`config.mk`:
```
export PLATFORM = sky130hd
export DESIGN_NAME = fpu_buffer_ctrl
export DESIGN_NICKNAME = d
export VERILOG_FILES = /design/src/rtl/fpu_buffer_ctrl.sv
export SDC_FILE = /design/constraint.sdc
export NUM_CORES = 1
export LEC_CHECK = 0
export ABC_AREA = 0
export CELL_PAD_IN_SITES_DETAIL_PLACEMENT = 0
export CELL_PAD_IN_SITES_GLOBAL_PLACEMENT = 1
export CORE_ASPECT_RATIO = 1.5
export CORE_MARGIN = 1
export CORE_UTILIZATION = 30
export DETAILED_ROUTE_END_ITERATION = 6
export DONT_BUFFER_PORTS = 1
export MAX_ROUTING_LAYER = met4
export PLACE_DENSITY_LB_ADDON = 0.1
export SYNTH_ARGS = -nofsm -noshare
export SYNTH_HDL_FRONTEND = slang
export SYNTH_SLANG_ARGS = --single-unit
```
`constraint.sdc`:
```
create_clock -name clk -period 3.6 [get_ports clk]
set_input_delay 0.72 -clock clk [delete_from_list [all_inputs] [get_ports clk]]
set_output_delay 0.72 -clock clk [all_outputs]
set_load 0.1 [all_outputs]
```
`src/rtl/fpu_buffer_ctrl.sv`:
```
// Column sequencer for the FPU three-column window buffers: primes three
// columns, then alternates one-column fetches with FPU window computations.
module fpu_buffer_ctrl #(
    parameter int COL_WIDTH = 10,
    parameter int CNT_W     = 16
) (
    input  logic             clk,
    input  logic             rst,
    input  logic             start,
    input  logic [CNT_W-1:0] img_cols,
    input  logic             abort,
    output logic             col_req,
    input  logic             col_valid,
    output logic             shift_rows,
    output logic             win_valid,
    input  logic             comp_done,
    output logic [CNT_W-1:0] col_idx,
    output logic             busy,
    output logic             done
);

    // Column depth lives in the buffers; it only has to be sane here.
    if (COL_WIDTH < 1) begin : g_col_width_check
        $error("fpu_buffer_ctrl: COL_WIDTH must be at least 1");
    end

    typedef enum logic [1:0] {
        IDLE,
        REQ,
        COMPUTE,
        DONE
    } state_t;

    localparam logic [CNT_W-1:0] ONE       = CNT_W'(1);
    localparam logic [CNT_W-1:0] WIN_COLS  = CNT_W'(3);
    localparam logic [CNT_W-1:0] LAST_PRIM = CNT_W'(2);

    state_t           state;
    logic [CNT_W-1:0] cols_ld;
    logic [CNT_W-1:0] fetched;

    // The shift must land in the same cycle the fetch unit drives col_new,
    // so it cannot wait for a register; rst and abort both veto it.
    assign shift_rows = col_req & col_valid & ~abort & ~rst;

    // NOTE: all state and registered outputs use non-blocking assignments so
    // every branch reads the pre-edge values, independent of statement order.
    always_ff @(posedge clk) begin
        if (rst) begin
            state     <= IDLE;
            cols_ld   <= '0;
            fetched   <= '0;
            col_idx   <= '0;
            col_req   <= 1'b0;
            win_valid <= 1'b0;
            busy      <= 1'b0;
            done      <= 1'b0;
        end else if (abort) begin
            state     <= IDLE;
            col_req   <= 1'b0;
            win_valid <= 1'b0;
            busy      <= 1'b0;
            done      <= 1'b0;
        end else begin
            done <= 1'b0;
            case (state)
                IDLE: begin
                    if (start) begin
                        busy <= 1'b1;
                        if (img_cols >= WIN_COLS) begin
                            cols_ld <= img_cols;
                            fetched <= '0;
                            col_req <= 1'b1;
                            state   <= REQ;
                        end else begin
                            done  <= 1'b1;
                            state <= DONE;
                        end
                    end
                end
                REQ: begin
                    if (col_valid) begin
                        fetched <= fetched + ONE;
                        // Third column (or later) completes a window; the
                        // centre column is the one fetched just before it.
                        if (fetched >= LAST_PRIM) begin
                            col_idx   <= fetched - ONE;
                            col_req   <= 1'b0;
                            win_valid <= 1'b1;
                            state     <= COMPUTE;
                        end
                    end
                end
                COMPUTE: begin
                    if (comp_done) begin
                        win_valid <= 1'b0;
                        if (fetched == cols_ld) begin
                            done  <= 1'b1;
                            state <= DONE;
                        end else begin
                            col_req <= 1'b1;
                            state   <= REQ;
                        end
                    end
                end
                DONE: begin
                    busy  <= 1'b0;
                    state <= IDLE;
                end
                default: begin
                    col_req   <= 1'b0;
                    win_valid <= 1'b0;
                    busy      <= 1'b0;
                    state     <= IDLE;
                end
            endcase
        end
    end

endmodule

```
### Yosys cells after proc, flatten, opt, wreduce, memory -nomap -nowiden

Cells that the tools add are included.

| operators by class | value |
|---|---|
| add/sub/neg operators | 2 |
| multiply operators | 0 |
| divide/modulo/power cells | 0 |
| magnitude comparators | 2 |
| equality and inequality tests | 10 |
| shift-type cells | 0 |
| mux-type cells | 29 |
| bitwise gates (word level) | 5 |
| reductions and logical operators | 13 |

Operators with widths:

| kind | count |
|---|---|
| 2-to-1 mux 16 bit | 3 |
| greater-or-equal comparator 16 x 2 -> 1 bit, second input constant | 2 |
| case mux 16 bit (2 select lines) | 1 |
| adder 16 x 1 -> 16 bit, second input constant | 1 |
| == test 16 bit | 1 |
| AND reduction 4 bit | 4 |
| subtractor 16 x 1 -> 16 bit, second input constant | 1 |
| 2-to-1 mux 1 bit | 14 |
| 2-to-1 mux 2 bit | 6 |
| inequality test 2 bit, second input constant | 6 |
| case mux 2 bit (4 select lines) | 1 |
| AND reduction 7 bit | 1 |
| case mux 1 bit (2 select lines) | 3 |
| nonzero test 2 bit | 3 |
| AND reduction 5 bit | 1 |
| == test 2 bit, second input constant | 2 |
| bitwise AND 1 bit | 3 |
| case mux 1 bit (3 select lines) | 1 |
| nonzero test 3 bit | 1 |
| == test 2 x 1 -> 1 bit, second input constant | 1 |
| zero test 2 bit | 1 |
| NOT 1 bit | 2 |
| AND reduction 2 bit | 1 |
| OR reduction 2 bit | 1 |

| word-level totals | value |
|---|---|
| register bits after elaboration | 54 |
| bits in latches | 0 |
| RAM bits | 0 |
| ROM bits | 0 |
| input bits | 22 |
| output and inout port bits | 21 |
| word-level logic and storage cells | 69 |
| memories | 0 |

### Logic depth before layout (Yosys ltp)

| depth | value |
|---|---|
| word-level depth | 4 |
| gate-level depth with buffers | 8 |
| depth with buffers taken out | 6 |

### Least setup slack after synthesis

Ideal clock, no wire load.

| path | value |
|---|---|
| kind | reg-to-output |
| start | register col_req |
| end | output shift_rows |
| data arrival time | 1.884 ns |
| data required time | 2.880 ns |
| path slack | 0.996 ns |
| stages on the path, launching flop included | 2 |
| path buffers | 0 |
| cell sequence | dfxtp_1 -> and3_1 |

| between the ends | value |
|---|---|
| word-level cells in the longest chain between the ends | 3 |

Ends and longest elaborated chain:

| item | RTL line | text |
|---|---|---|
| start: declaration | 12 | `output logic col_req,` |
| start signal: assignment | 54 | `col_req <= 1'b0;` |
| start signal: assignment | 60 | `col_req <= 1'b0;` |
| start signal: assignment | 73 | `col_req <= 1'b1;` |
| bitwise AND 1 bit (3 in series) | 44 | `assign shift_rows = col_req & col_valid & ~abort & ~rst;` |
| end: declaration | 14 | `output logic shift_rows,` |

No other way between the ends.

### Final worst setup path

| path | value |
|---|---|
| start | register fetched[6] |
| end | register col_idx[5] |

| between the ends | value |
|---|---|
| word-level cells in the longest chain between the ends | 2 |

Ends and longest elaborated chain:

| item | RTL line | text |
|---|---|---|
| start: declaration | 40 | `logic [CNT_W-1:0] fetched;` |
| start signal: assignment | 83 | `fetched <= fetched + ONE;` |
| greater-or-equal comparator 16 x 2 -> 1 bit | 86 | `if (fetched >= LAST_PRIM) begin` |
| AND reduction 4 bit (no line) | - |  |
| end signal: assignment | 87 | `col_idx <= fetched - ONE;` |
| end: declaration | 17 | `output logic [CNT_W-1:0] col_idx,` |

No other way between the ends.
A chain may end at the register's enable or synchronous reset.

==> run summary <==
Final Wtd Congestion -> 0.7619
Crit start category -> register
Storage cell area -> 1081 um^2
Slew of the pin with the lowest slew margin -> 0.9983 ns
Postcts setup bufs -> 0
Boundary Pins -> 43
Die W -> 81.08 um
Max Freq -> 0.4171 GHz
Sequential area share after synthesis -> 38.42%
Worst setup EP type -> register
Power Dens Cells -> 421.4 nW/um^2
Syn avg cell area -> 8.476 um^2
Mapped cell area -> 2814 um^2
Peak supply drop -> 0.1672 mV
H-tree depth -> 2
Fillers -> 966
Port Buffer Count -> 0
Post-synthesis simple-gate area fraction -> 23.21%
Synthesized net count -> 357
Total chip power -> 0.001281 W
Vias -> 2,207
Top FF cell, synth -> dfxtp_1
Max Fanout on Critical Path -> 31
Routed WL per cell -> 16.01 um
Core box area -> 8986 um^2
Fin nets -> 344
Worst EP required -> 3.82 ns
Worst slew margin -> 33.36%
EDFF count, synth -> 0
N_diodes -> 0
CTS-repair resized insts -> 0
Detailed placement HPWL -> 4958 um
Largest net degree at the start of global routing -> 36
Max-cap violation count -> 0
Final ANT Viol Nets -> 0
Mux cell area share after synthesis -> 0.7114%
Multi-input logic area -> 1577 um^2
Synth async-reset ratio -> 0%
Most area-hungry cell type in the Yosys netlist -> dfxtp_1
Status -> complete, no violations
Setup TNS -> 0 ns
Post-route setup slack -> 1.203 ns
Via density -> 5.133
TritonCTS buffer count -> 5
Minimum clock period -> 2.397 ns
RSZ-0062 raised after global routing -> no
CTS tree -> done
Die H -> 120.6 um
Largest family of logic cells by synthesized area -> simple AND/OR/NAND/NOR gates
Pre-CTS WS -> 1.215 ns
Die Area -> 9779 um^2
Arrival @ worst endpoint -> 2.62 ns
Row count -> 42
Worst-Skew Late Latency -> 0.30 ns
Hold Vio Cnt, Final -> 0
1st-pass router iterations -> 4
First-pass GRT wire length -> 11,180 um
Final worst-path cycle share -> 66.59%
Setup CP Type -> reg2reg
TritonCTS Sinks -> 54
Adder and majority gate portion of the synthesized area -> 1.334%
Hold Crit Class -> reg2reg
Maximum buffer depth of the clock tree -> 2
Post-synthesis xor/xnor area fraction -> 11.83%
Post-synthesis cell count -> 332
Yosys synthesis warning count -> 0
Total routed wirelength -> 6885 um
CTS Root Cell -> clkbuf_16
Final setup violation count -> 0
Total Routing Usage GR -> 15.61%
Share of cells above drive strength 1 -> 11.88%
Clock-pin slew on the worst setup and hold paths -> 0.07 ns
Total grt overflow -> 0
Iter 0 DRT Violations -> 80
Initial antenna violation count -> 0
Vias in the first global route -> 2,227
Pleak -> 1.027 nW
Initial core utilization -> 31.31%
Post-synth cell types -> 43
Fin. max-slew vios -> 0
Area growth from synthesis to layout -> 8.048%
# DRC -> 0
Seq cells post-synth -> 54
Most frequent cells in the layout -> dfxtp_1 (54), nor2_1 (36), a21oi_1 (28)
Synth area leaders -> dfxtp_1 (38%), xnor2_1 (7.5%), a211oi_2 (6.2%), a21oi_1 (5.0%), nor2_1 (4.8%)
Worst Skew -> 0.003038 ns
Post-synth top area share -> 38.42%
Hold_buf cts -> 0
Most common cell after layout, fill and taps aside -> dfxtp_1
Complex-gate fraction of the synthesized area -> 18.94%
power breakdown:
group	leakage, nW	switching, W	internal (W)
registers	0.437	0.0000201	0.000610
clock network	0.0832	0.000224	0.000316
logic	0.506	0.0000675	0.0000437
sequential cells by signal, summed over array words and instances, names as in the netlist:
name       cells
col_idx       16
cols_ld       16
fetched       16
state          2
busy           1
col_req        1
done           1
win_valid      1
kinds of logic (layout without fill, tap and decap cells):
family / after synthesis / in the layout
and+or+nand+nor: 131 / 131
DFF: 54 / 54
buffers and inverters: 33 / 21
xor gates and xnor gates: 38 / 38
adders and majority gates: 3 / 3
AOI/OAI and AO/OA: 71 / 71
muxes: 2 / 2
cell type report:
class	instances	area share, %
Tap cell	110	4.527
Clock buffer	8	5.473
Multi-Input combinational cell	245	51.85
Inverter	5	0.6173
Timing Repair Buffer	8	1.975
Sequential cell	54	35.56
per-layer routing:
layer	part of all wire [%]	up-vias	wire length, um	global-route usage, %
li1	-	1147	-	-
met1	47	1008	3257	19.38
met2	48	45	3288	25.26
met3	3.5	7	241	2.792
met4	1.4	0	98	5.022
met5	0	-	0	-
metrics by stage:
step / hold slack [ns] / cell area (um^2) / cells / utilization [%]
final: 0.4629 / 3040 / 430 / 33.83
after global routing: 0.4690 / 3040 / 430 / 33.83
after CTS: 0.4675 / 3040 / 430 / 33.83
after detailed placement: 0.4577 / 2874 / 422 / 31.98
after global placement: 0.4567 / 2874 / 422 / 31.98
after floorplan: 0.4478 / 2814 / 332 / -
critical path, cell delays in order (launching register included):
cell and delay [ns]:
dfxtp_1 0.41, or4_4 0.59, or4_4 0.48, o31a_1 0.30, buf_4 0.25, and3_1 0.19, nor3_1 0.11
synth_stat cells (3+ instances only):
cell	number
or3_1	5
nor4_1	6
nor3_1	10
and3_1	5
o2111ai_1	3
or4_1	3
nand2_1	27
a211oi_2	14
xor2_1	14
ha_1	3
dfxtp_1	54
buf_6	4
nand2b_1	3
o211ai_1	5
nor2_1	36
inv_1	5
nand4_1	6
a21oi_1	28
clkbuf_1	21
o21ai_0	9
nand3_1	21
xnor2_1	24
worst paths after layout:
path / from / end / slack, ns / depth (start not counted)
hold / removal: cols_ld[15]$_SDFFE_PP0P_ / cols_ld[15]$_SDFFE_PP0P_ / 0.46 / 2
hold reg to reg: cols_ld[15]$_SDFFE_PP0P_ / cols_ld[15]$_SDFFE_PP0P_ / 0.46 / 2
setup reg to reg: fetched[6]$_SDFFE_PP0P_ / col_idx[5]$_SDFFE_PP0P_ / 1.20 / 6
setup / recovery: fetched[6]$_SDFFE_PP0P_ / col_idx[5]$_SDFFE_PP0P_ / 1.20 / 6
Power figures use the tool's default switching activity.
